$ cat config.mk
export PLATFORM = sky130hd
export DESIGN_NAME = uart_tx_sched_flat
export DESIGN_NICKNAME = d
export VERILOG_FILES = /design/src/rtl/uart_pkg.sv /design/src/rtl/uart_tx_sched_if.sv /design/src/rtl/rr_arb2.sv /design/src/rtl/uart_tx_sched.sv /design/src/flat_wrapper.sv
export SDC_FILE = /design/constraint.sdc
export NUM_CORES = 1
export LEC_CHECK = 0
export CAP_MARGIN = 20
export CORE_ASPECT_RATIO = 0.5
export CORE_MARGIN = 2
export CORE_UTILIZATION = 45
export CTS_CLUSTER_SIZE = 30
export DETAILED_ROUTE_END_ITERATION = 8
export PLACE_DENSITY = 0.71
export SLEW_MARGIN = 25
export SYNTH_ARGS = -nofsm -noshare
export SYNTH_HDL_FRONTEND = slang
export SYNTH_SLANG_ARGS = --single-unit
$ cat constraint.sdc
create_clock -name sysClk -period 2.8 [get_ports sysClk]
set_input_delay 0.56 -clock sysClk [delete_from_list [all_inputs] [get_ports sysClk]]
set_output_delay 0.56 -clock sysClk [all_outputs]
set_load 0.1 [all_outputs]
$ cat src/rtl/uart_pkg.sv
// Shared definitions for the UART transmit framing scheduler.
//   state_e    : framing FSM states
//   HDR_BYTE   : default frame start byte
//   CH_ID_BASE : default channel ID of ch0 (ch1 sends CH_ID_BASE + 1)
//   NUM_CH     : number of packet sources
package uart_pkg;

    typedef enum logic [2:0] {
        StIdle,
        StHdr,
        StId,
        StLen,
        StPay,
        StCsum
    } state_e;

    localparam logic [7:0] HDR_BYTE   = 8'hAA;
    localparam logic [7:0] CH_ID_BASE = 8'h01;
    localparam int unsigned NUM_CH    = 2;

endpackage

$ cat src/rtl/uart_tx_sched_if.sv
// Bundle of handshake signals between the framing scheduler, its two packet
// sources and the UART byte transmitter.
//   master : scheduler view (drives grants, pops, transmitter enable/data, status)
//   slave  : environment view (sources and transmitter)
//   req0/1, len0/1, dat0/1 : source request, payload length, payload byte
//   gnt0/1, rd0/1          : grant pulse, payload pop strobe
//   txDone, txEn, txData   : transmitter handshake
//   busy, frameDone        : frame status
interface uart_tx_sched_if;

    logic       req0;
    logic       req1;
    logic [7:0] len0;
    logic [7:0] len1;
    logic [7:0] dat0;
    logic [7:0] dat1;
    logic       gnt0;
    logic       gnt1;
    logic       rd0;
    logic       rd1;
    logic       txDone;
    logic       txEn;
    logic [7:0] txData;
    logic       busy;
    logic       frameDone;

    modport master (
        input  req0, req1, len0, len1, dat0, dat1, txDone,
        output gnt0, gnt1, rd0, rd1, txEn, txData, busy, frameDone
    );

    modport slave (
        output req0, req1, len0, len1, dat0, dat1, txDone,
        input  gnt0, gnt1, rd0, rd1, txEn, txData, busy, frameDone
    );

endinterface

$ cat src/rtl/rr_arb2.sv
// Two-request round-robin arbiter.
//   sysClk : clock
//   nrst   : asynchronous active-low reset
//   req_i  : request vector, bit n = channel n
//   en_i   : arbitration enabled this cycle; the winner is remembered only when set
//   gnt_o  : one-hot combinational grant (zero when no request)
// On a tie the channel that did not win last time wins; after reset ch1 is
// treated as the last winner, so ch0 takes the first tie.
module rr_arb2
    import uart_pkg::*;
(
    input  logic              sysClk,
    input  logic              nrst,
    input  logic [NUM_CH-1:0] req_i,
    input  logic              en_i,
    output logic [NUM_CH-1:0] gnt_o
);

    logic last_q;
    logic last_d;

    always_comb begin
        gnt_o  = '0;
        last_d = last_q;
        unique case (req_i)
            2'b01:   gnt_o = 2'b01;
            2'b10:   gnt_o = 2'b10;
            2'b11:   gnt_o = last_q ? 2'b01 : 2'b10;
            default: gnt_o = '0;
        endcase
        if (en_i && (|req_i)) begin
            last_d = gnt_o[1];
        end
    end

    always_ff @(posedge sysClk or negedge nrst) begin
        if (!nrst) begin
            last_q <= 1'b1;
        end else begin
            last_q <= last_d;
        end
    end

endmodule

$ cat src/rtl/uart_tx_sched.sv
// Framing scheduler in front of the UART byte transmitter.
//   sysClk : system clock
//   nrst   : asynchronous active-low reset; aborts any frame in progress
//   bus    : master side of uart_tx_sched_if (sources + transmitter handshake)
// Frame on the wire: HdrByte, channel ID, len, len payload bytes, checksum.
// The checksum is the mod-256 sum of ID, len and payload. Each payload byte is
// popped from the source (rd) in the cycle the preceding byte is loaded into
// txData, and lands in the prefetch register two cycles later, well ahead of
// the transmitter's next done pulse. All outputs are registered.
module uart_tx_sched
    import uart_pkg::*;
#(
    parameter logic [7:0] HdrByte  = HDR_BYTE,
    parameter logic [7:0] ChIdBase = CH_ID_BASE
) (
    input logic             sysClk,
    input logic             nrst,
    uart_tx_sched_if.master bus
);

    state_e            state_q, state_d;
    logic              ch_q, ch_d;
    logic [7:0]        len_q, len_d;
    logic [7:0]        cnt_q, cnt_d;
    logic [7:0]        csum_q, csum_d;
    logic [7:0]        pf_q, pf_d;
    logic              cap_q, cap_d;
    logic [NUM_CH-1:0] gnt_q, gnt_d;
    logic [NUM_CH-1:0] rd_q, rd_d;
    logic              tx_en_q, tx_en_d;
    logic [7:0]        tx_data_q, tx_data_d;
    logic              busy_q, busy_d;
    logic              frame_done_q, frame_done_d;

    logic [NUM_CH-1:0] arb_req;
    logic [NUM_CH-1:0] arb_gnt;
    logic              arb_en;
    logic [NUM_CH-1:0] ch_oh;
    logic [7:0]        dat_sel;
    logic [7:0]        id_byte;
    logic [8:0]        next_idx;
    logic              done_ok;

    assign arb_req  = {bus.req1, bus.req0};
    assign arb_en   = (state_q == StIdle);
    assign ch_oh    = ch_q ? 2'b10 : 2'b01;
    assign dat_sel  = ch_q ? bus.dat1 : bus.dat0;
    assign id_byte  = ChIdBase + {7'd0, ch_q};
    // Index of the byte after the one being loaded now, widened so len 255 cannot wrap.
    assign next_idx = {1'b0, cnt_q} + 9'd1;
    // txEn is high exactly while a byte is outstanding, so it qualifies txDone.
    assign done_ok  = bus.txDone && tx_en_q;

    rr_arb2 u_arb (
        .sysClk (sysClk),
        .nrst   (nrst),
        .req_i  (arb_req),
        .en_i   (arb_en),
        .gnt_o  (arb_gnt)
    );

    always_comb begin
        state_d      = state_q;
        ch_d         = ch_q;
        len_d        = len_q;
        cnt_d        = cnt_q;
        csum_d       = csum_q;
        gnt_d        = '0;
        rd_d         = '0;
        tx_en_d      = tx_en_q;
        tx_data_d    = tx_data_q;
        busy_d       = busy_q;
        frame_done_d = 1'b0;
        // Source data is valid the cycle after rd; capture it then.
        cap_d        = |rd_q;
        pf_d         = cap_q ? dat_sel : pf_q;

        unique case (state_q)
            StIdle: begin
                if (|arb_gnt) begin
                    state_d   = StHdr;
                    ch_d      = arb_gnt[1];
                    len_d     = arb_gnt[1] ? bus.len1 : bus.len0;
                    cnt_d     = 8'd0;
                    csum_d    = 8'd0;
                    gnt_d     = arb_gnt;
                    tx_en_d   = 1'b1;
                    tx_data_d = HdrByte;
                    busy_d    = 1'b1;
                end
            end
            StHdr: begin
                if (done_ok) begin
                    state_d   = StId;
                    tx_data_d = id_byte;
                    csum_d    = csum_q + id_byte;
                end
            end
            StId: begin
                if (done_ok) begin
                    state_d   = StLen;
                    tx_data_d = len_q;
                    csum_d    = csum_q + len_q;
                    if (len_q != 8'd0) begin
                        rd_d = ch_oh;
                    end
                end
            end
            StLen: begin
                if (done_ok) begin
                    if (len_q == 8'd0) begin
                        state_d   = StCsum;
                        tx_data_d = csum_q;
                    end else begin
                        state_d   = StPay;
                        tx_data_d = pf_q;
                        csum_d    = csum_q + pf_q;
                        cnt_d     = 8'd1;
                        if (len_q > 8'd1) begin
                            rd_d = ch_oh;
                        end
                    end
                end
            end
            StPay: begin
                if (done_ok) begin
                    if (cnt_q == len_q) begin
                        state_d   = StCsum;
                        tx_data_d = csum_q;
                    end else begin
                        tx_data_d = pf_q;
                        csum_d    = csum_q + pf_q;
                        cnt_d     = cnt_q + 8'd1;
                        if (next_idx < {1'b0, len_q}) begin
                            rd_d = ch_oh;
                        end
                    end
                end
            end
            StCsum: begin
                if (done_ok) begin
                    state_d      = StIdle;
                    tx_en_d      = 1'b0;
                    tx_data_d    = 8'd0;
                    busy_d       = 1'b0;
                    frame_done_d = 1'b1;
                end
            end
            default: begin
                state_d   = StIdle;
                tx_en_d   = 1'b0;
                tx_data_d = 8'd0;
                busy_d    = 1'b0;
            end
        endcase
    end

    always_ff @(posedge sysClk or negedge nrst) begin
        if (!nrst) begin
            state_q      <= StIdle;
            ch_q         <= 1'b0;
            len_q        <= 8'd0;
            cnt_q        <= 8'd0;
            csum_q       <= 8'd0;
            pf_q         <= 8'd0;
            cap_q        <= 1'b0;
            gnt_q        <= '0;
            rd_q         <= '0;
            tx_en_q      <= 1'b0;
            tx_data_q    <= 8'd0;
            busy_q       <= 1'b0;
            frame_done_q <= 1'b0;
        end else begin
            state_q      <= state_d;
            ch_q         <= ch_d;
            len_q        <= len_d;
            cnt_q        <= cnt_d;
            csum_q       <= csum_d;
            pf_q         <= pf_d;
            cap_q        <= cap_d;
            gnt_q        <= gnt_d;
            rd_q         <= rd_d;
            tx_en_q      <= tx_en_d;
            tx_data_q    <= tx_data_d;
            busy_q       <= busy_d;
            frame_done_q <= frame_done_d;
        end
    end

    assign bus.gnt0      = gnt_q[0];
    assign bus.gnt1      = gnt_q[1];
    assign bus.rd0       = rd_q[0];
    assign bus.rd1       = rd_q[1];
    assign bus.txEn      = tx_en_q;
    assign bus.txData    = tx_data_q;
    assign bus.busy      = busy_q;
    assign bus.frameDone = frame_done_q;

endmodule

$ cat src/flat_wrapper.sv
// flat-port wrapper written by rule: the top's interface ports become plain ports
module uart_tx_sched_flat import uart_pkg::*;
#(
    parameter logic [7:0] HdrByte  = HDR_BYTE,
    parameter logic [7:0] ChIdBase = CH_ID_BASE
)
  (sysClk, nrst, bus_req0, bus_req1, bus_len0, bus_len1, bus_dat0, bus_dat1, bus_txDone, bus_gnt0, bus_gnt1, bus_rd0, bus_rd1, bus_txEn, bus_txData, bus_busy, bus_frameDone);
  uart_tx_sched_if bus_i ();
  input logic sysClk;
  input logic nrst;
  input wire logic [$bits(bus_i.req0)-1:0] bus_req0;
  input wire logic [$bits(bus_i.req1)-1:0] bus_req1;
  input wire logic [$bits(bus_i.len0)-1:0] bus_len0;
  input wire logic [$bits(bus_i.len1)-1:0] bus_len1;
  input wire logic [$bits(bus_i.dat0)-1:0] bus_dat0;
  input wire logic [$bits(bus_i.dat1)-1:0] bus_dat1;
  input wire logic [$bits(bus_i.txDone)-1:0] bus_txDone;
  output wire logic [$bits(bus_i.gnt0)-1:0] bus_gnt0;
  output wire logic [$bits(bus_i.gnt1)-1:0] bus_gnt1;
  output wire logic [$bits(bus_i.rd0)-1:0] bus_rd0;
  output wire logic [$bits(bus_i.rd1)-1:0] bus_rd1;
  output wire logic [$bits(bus_i.txEn)-1:0] bus_txEn;
  output wire logic [$bits(bus_i.txData)-1:0] bus_txData;
  output wire logic [$bits(bus_i.busy)-1:0] bus_busy;
  output wire logic [$bits(bus_i.frameDone)-1:0] bus_frameDone;
  assign bus_i.req0 = bus_req0;
  assign bus_i.req1 = bus_req1;
  assign bus_i.len0 = bus_len0;
  assign bus_i.len1 = bus_len1;
  assign bus_i.dat0 = bus_dat0;
  assign bus_i.dat1 = bus_dat1;
  assign bus_i.txDone = bus_txDone;
  assign bus_gnt0 = bus_i.gnt0;
  assign bus_gnt1 = bus_i.gnt1;
  assign bus_rd0 = bus_i.rd0;
  assign bus_rd1 = bus_i.rd1;
  assign bus_txEn = bus_i.txEn;
  assign bus_txData = bus_i.txData;
  assign bus_busy = bus_i.busy;
  assign bus_frameDone = bus_i.frameDone;
  uart_tx_sched #(.HdrByte(HdrByte), .ChIdBase(ChIdBase)) u_core (.sysClk(sysClk), .nrst(nrst), .bus(bus_i));
endmodule
After elaboration in Yosys (flattened, before gate mapping)

Cells that the tools add are included.

Register bits after elaboration: 52
Input port bits: 37

$add $sub $neg: 6
Magnitude comparators: 2
Equal/unequal tests: 18
Mux-type cells: 52
Bitwise operators: 1
Reductions and logical operators: 17

Operators by type and width:

| kind                  | number |
|---|---|
| $mux W8               | 21 |
| $pmux W8 S6           | 1 |
| $pmux W8 S5           | 1 |
| $add A8 B8 Y8         | 3 |
| $mux W2               | 12 |
| $pmux W8 S3           | 1 |
| $mux W3               | 7 |
| $pmux W3 S6           | 1 |
| $ne A2 B1 Y1 const B  | 7 |
| $pmux W2 S3           | 2 |
| $reduce_and A6 Y1     | 2 |
| $add A8 B1 Y9 const B | 1 |
| $lt A9 B8 Y1          | 1 |
| $add A8 B1 Y8 const B | 1 |
| $eq A8 B8 Y1          | 1 |
| $gt A8 B1 Y1 const B  | 1 |
| $logic_not A8 Y1      | 1 |
| $reduce_and A8 Y1     | 1 |
| $reduce_bool A8 Y1    | 1 |
| $reduce_and A7 Y1     | 1 |
| $eq A3 B2 Y1 const B  | 2 |
| $eq A3 B3 Y1 const B  | 2 |
| $reduce_or A2 Y1      | 3 |
| $mux W1               | 5 |
| other kinds (14)      | 17 |

Logic depth before layout (Yosys ltp)

Word-level depth: 6
Depth in mapped cells: 13
Depth with buffers taken out: 13

By module

Synthesis repeated with hierarchy kept, for this count alone.

Cells, all modules: 371
Area, all modules: 3,383.2 um^2

By module, submodules not included:

| module        | times used | cells each | area each (um^2) |
|---|---|---|---|
| uart_tx_sched | 1          | 365        | 3,326.9 |
| rr_arb2       | 1          | 6          | 56.3 |

Worst setup path after synthesis

Ideal clock, no wire load.

Kind: reg-to-reg
From: reg u_core.state_q[0]
To: reg u_core.csum_q[6]
Data arrival time: 2,713 ps
Required time: 2,679 ps
Setup slack: -34 ps
Cell stages (with the launch flop): 14
Path buffers: 2
Path through: dfrtp_1 > clkbuf_1 > buf_1 > a21oi_1 > o221ai_1 > ha_1 > inv_1 > fa_1 > nor2b_1 > nor3_1 > o21bai_1 > a21oi_1 > xnor2_1 > a22o_1

Cells in the longest elaborated chain, start to end: 3

Ends and longest elaborated chain:

| what                                                 | RTL line             | RTL |
|---|---|---|
| from (decl)                                          | uart_tx_sched.sv:21  | `state_e state_q, state_d;` |
| from (signal assigned)                               | uart_tx_sched.sv:160 | `state_q <= StIdle;` |
| from (signal assigned)                               | uart_tx_sched.sv:174 | `state_q <= state_d;` |
| $eq A3 B1 Y1 (tied with other cells)                 | uart_tx_sched.sv:78  | `unique case (state_q)` |
| $reduce_bool A5 Y1 (no line) (tied with other cells) | --                   |  |
| $reduce_and A8 Y1 (no line)                          | --                   |  |
| to (signal assigned)                                 | uart_tx_sched.sv:178 | `csum_q <= csum_d;` |
| to (decl)                                            | uart_tx_sched.sv:25  | `logic [7:0] csum_q, csum_d;` |

Several ways; a longest one is shown, not always the timed one.
A chain may end at the register's enable or synchronous reset.

Worst setup path in the final report

From: reg u_core.state_q[2]
To: reg u_core.csum_q[6]

Same word-level chain as after synthesis.

==> impl_metrics.csv <==
group,metric,value,unit
grt,first_global_vias,2963,
synthesis,seq_area_frac_synth,39.3,%
placement,place_worst_setup_slack,213,ps
timing,report.final.hold_viol_count,0,
timing,fin_tns_setup,0,ps
critical_path,endpoint_kind,"register",
critical_path,cp_num_buf_inv,1,
floorplan,die_height,64.7,um
cells_and_area,nNetsFinal,480,
placement,place_inst,515,
critical_path,critical-path-slowest-cell,"sky130_fd_sc_hd__dfrtp_1",
timing,worst_pin_slew,634,ps
pwr,share_seq_of_total_power,28.1,%
placement,finalWeightedCongestion,0.970,
grt,grt.overflow.total,0,
floorplan,fp.coreArea,7240,sq um
placement,io_buffers,51,
clock_network,clkLatencyLatePin,290,ps
synthesis,yosys_register_bits,52,
timing,maxSlewViolCount,0,
critical_path,cp_slowest_stage_delay,510,ps
clock_network,cts_hold_buf,0,
floorplan,die_area,8120,sq um
cells_and_area,area_growth_syn_to_layout,23.5,%
pwr,powerDensity,1240,nW/um^2
floorplan,start_util,45.8,%
synthesis,synth-warning-count,0,
cells_and_area,final_design_area_no_fill,4100,sq um
grt,track_usage,21.6,%
clock_network,cts_setup_buffers,0,
worst_hold_path,hold_path.class,"in -> async",
critical_path,cp_data_arrival_time,2790,ps
detailed_routing,routed_via_density,5.67,
timing,fin_worst_skew,3.12,ps
synthesis,post_synth_design_cell_area,3320,sq um
synthesis,synth.top_cells.by_area,"sky130_fd_sc_hd__dfrtp_1, sky130_fd_sc_hd__ha_1, sky130_fd_sc_hd__nor2_1",
detailed_routing,detail_route.wirelength,8580,um
clock_network,h_tree_levels,2,
clock_network,cts_inserted_buffers,5,
cells_and_area,antenna_cells,0,
synthesis,post-synth-top-area-cell,"sky130_fd_sc_hd__dfrtp_1",
clock_network,cts.sinks,52,
pwr,pwr-share-clk,12.9,%
detailed_routing,ant_nets,0,
timing,relSlewSlack,57.7,%
pwr,net-switching-power,2.50,mW
timing,finalWorstPathRequiredPeriod,2610,ps
critical_path,worstPathMaxFanout,9,
detailed_routing,num_vias,2968,
synthesis,synth_async_sr_flop_share,100,%
timing,rsz0062_at_grt,"false",
critical_path,worstPathCellList,"nor2b_1, a21oi_1, o221ai_1, ha_1, inv_1, fa_1, nor2b_1, nor3_1, o21bai_1, a21oi_1, xnor2_1, a22o_1",
timing,layout_worst_path_cycle_share,93.3,%
synthesis,yosysUniqueCellTypes,52,
critical_path,cp_top_family,"compound AO/OA/AOI/OAI gates",
synthesis,mappedNetlistNets,426,
floorplan,pin_count,52,
pwr,power.switching_fraction,49.4,%
grt,grt_first_pass_wirelength,14200,um
pwr,pwr-share-comb,59.0,%
synthesis,ys_top_cells_by_count,"sky130_fd_sc_hd__nor2_1, sky130_fd_sc_hd__dfrtp_1, sky130_fd_sc_hd__nand2_1",
detailed_routing,drc,0,
critical_path,cp-start-kind,"register",
grt,maximum_number_of_pins_on_one_net_before_global_route_repair,28,
synthesis,synth-edff-count,0,
synthesis,synthMostInstantiatedCell,"sky130_fd_sc_hd__nor2_1",
timing,setup_viol,0,
cells_and_area,post_route_cells_drive_above_1_share,12.9,%
run,drv_cap,0,
clock_network,worst_setup_hold_path_clk_slew,70,ps
synthesis,synth_top_flop_cell,"sky130_fd_sc_hd__dfrtp_1",
detailed_routing,drt_first_iter_violations,262,
placement,hpwlAfterDp,6450,um
detailed_routing,firstDrtPassIters,5,
clock_network,cts_root_buffer,"sky130_fd_sc_hd__clkbuf_16",
pwr,peakVddDrop,0.000543,V
synthesis,synth_top_area_share,38.5,%
pwr,power.total,5.06,mW
synthesis,gate_count_post_synth,372,
grt,grt_antenna_before_repair,0,
synthesis,post_synth.cell_area_avg,8.92,sq um
critical_path,setup.worst_path.class,"reg -> reg",
pwr,power_leakage,1.89,nW
timing,post-route-worst-setup-slack,189,ps
run_status,status,"finished, final reports clean",
floorplan,num_rows,22,
clock_network,clock_tree.buffer_depth,2,
cells_and_area,instances_no_fill,523,
floorplan,chipWidth,125,um
pwr,internal_power,2.56,mW
detailed_routing,wire_per_inst,16.4,um
timing,max_freq,0.383,GHz
clock_network,cts_tree,"yes",
critical_path,timing.critical_path.required,2980,ps
placement,post_dp_cell_area,3930,sq um
sequential cells by signal, indices dropped and copies added (netlist names):
register	flops
u_core.bus.txData	8
u_core.csum_q	8
u_core.bus.txEn	1
u_core.rd_q	2
u_core.pf_q	8
u_core.u_arb.last_q	1
u_core.gnt_q	2
u_core.state_q	3
u_core.cap_q	1
u_core.ch_q	1
u_core.bus.frameDone	1
u_core.len_q	8
u_core.cnt_q	8
what timing repair did:
item                                    4_1_cts  5_1_grt
gates resized for setup                       0        1
hold endpoints to repair                      0        0
endpoints found under the setup margin        0        1
layer usage:
layer  track usage [%]  share of wire (%)  routed length, um  vias to the layer above
li1                  -                  -                  -                     1427
met1              28.8                 45               3890                     1443
met2              36.1                 47               4070                       84
met3              5.28                6.3                540                       14
met4              4.72               0.93                 80                        0
met5                 0                  0                  0                        -
logic make-up after synthesis:
family	synth area share (%)
fa+ha+maj	6.64
simple gates	18.4
flops	39.3
compound gates	20.4
buf+inv	4.98
mux	5.32
xor+xnor	5.02
layout make-up:
class                   count  area (sq um)
multi-input cells         283          1860
repair buffers             66           593
inverters                  18          67.6
flip-flops and latches     52          1300
clock buffers               6           139
fillers                   633          3140
well taps                  96           120
clock inverters             2          17.5
power by group through the flow:
stage | registers (mW) | logic, mW | clock network (mW)
detailed placement | 1.42 | 2.97 | 0
global placement | 1.41 | 2.88 | 0
finish | 1.42 | 2.99 | 0.653
global route | 1.46 | 3.27 | 0.692
CTS | 1.41 | 2.98 | 0.666
floorplan | 1.74 | 1.90 | 0
worst register-to-register path: stages, from the launching register on:
cell	delay [ps]
sky130_fd_sc_hd__dfrtp_1	510
sky130_fd_sc_hd__nor2b_1	240
sky130_fd_sc_hd__a21oi_1	90
sky130_fd_sc_hd__o221ai_1	190
sky130_fd_sc_hd__ha_1	210
sky130_fd_sc_hd__inv_1	60
sky130_fd_sc_hd__fa_1	380
sky130_fd_sc_hd__nor2b_1	160
sky130_fd_sc_hd__nor3_1	80
sky130_fd_sc_hd__o21bai_1	170
sky130_fd_sc_hd__a21oi_1	100
sky130_fd_sc_hd__xnor2_1	130
sky130_fd_sc_hd__a22o_1	190
placed cells by master, fill, tap and decap left out, types with 2 or more instances in the layout:
cell                              Yosys  final
sky130_fd_sc_hd__or2_2                2      2
sky130_fd_sc_hd__ha_1                16     16
sky130_fd_sc_hd__nor4_1               4      4
sky130_fd_sc_hd__nor2b_1              6      6
sky130_fd_sc_hd__nor2_2               1      2
sky130_fd_sc_hd__nand3b_1             3      3
sky130_fd_sc_hd__o21ai_0             27     27
sky130_fd_sc_hd__o21a_1               4      4
sky130_fd_sc_hd__o31ai_2              3      3
sky130_fd_sc_hd__nand3_1             11     11
sky130_fd_sc_hd__xor2_1              12     12
sky130_fd_sc_hd__o22a_1               2      2
sky130_fd_sc_hd__o31ai_1              2      2
sky130_fd_sc_hd__nand2_1             33     33
sky130_fd_sc_hd__xnor2_1              7      7
sky130_fd_sc_hd__nor2_1              52     51
sky130_fd_sc_hd__a21oi_1             20     20
sky130_fd_sc_hd__o21bai_1             2      2
sky130_fd_sc_hd__nor3_1               9      8
sky130_fd_sc_hd__and3_1               2      2
sky130_fd_sc_hd__a31oi_1              3      3
sky130_fd_sc_hd__o22ai_1             11     11
sky130_fd_sc_hd__clkbuf_16            0      5
sky130_fd_sc_hd__a22o_1               5      5
sky130_fd_sc_hd__mux2i_1             15     15
sky130_fd_sc_hd__inv_1               18     18
sky130_fd_sc_hd__dfrtp_1             51     51
sky130_fd_sc_hd__a221o_1              8      8
sky130_fd_sc_hd__buf_4                2     29
sky130_fd_sc_hd__clkdlybuf4s50_1      0     35
sky130_fd_sc_hd__inv_6                0      2
sky130_fd_sc_hd__nand2b_1             4      4
sky130_fd_sc_hd__o221ai_1             2      2
through the flow:
step,hold WS (ps),utilization [%]
floorplan,264,-
global placement,457,54.3
detailed placement,453,54.3
CTS,303,56.5
global route,335,56.6
finish,282,56.6
path summary, 6_finish.rpt:
kind                                                from                            to  slack (ps)  cells past startpoint
min in group sysClk             u_core.rd_q[0]$_DFF_PN0_        u_core.cap_q$_DFF_PN0_         480                      1
hold / removal                                      nrst  u_core.csum_q[2]$_DFFE_PN0P_         280                      1
hold reg to reg                 u_core.rd_q[0]$_DFF_PN0_        u_core.cap_q$_DFF_PN0_         480                      1
max in group asynchronous                           nrst   u_core.cnt_q[2]$_DFFE_PN0P_        1940                      2
setup / recovery           u_core.state_q[2]$_DFFE_PN0P_  u_core.csum_q[6]$_DFFE_PN0P_         190                     12
setup reg to reg           u_core.state_q[2]$_DFFE_PN0P_  u_core.csum_q[6]$_DFFE_PN0P_         190                     12
Power figures use the tool's default switching activity.
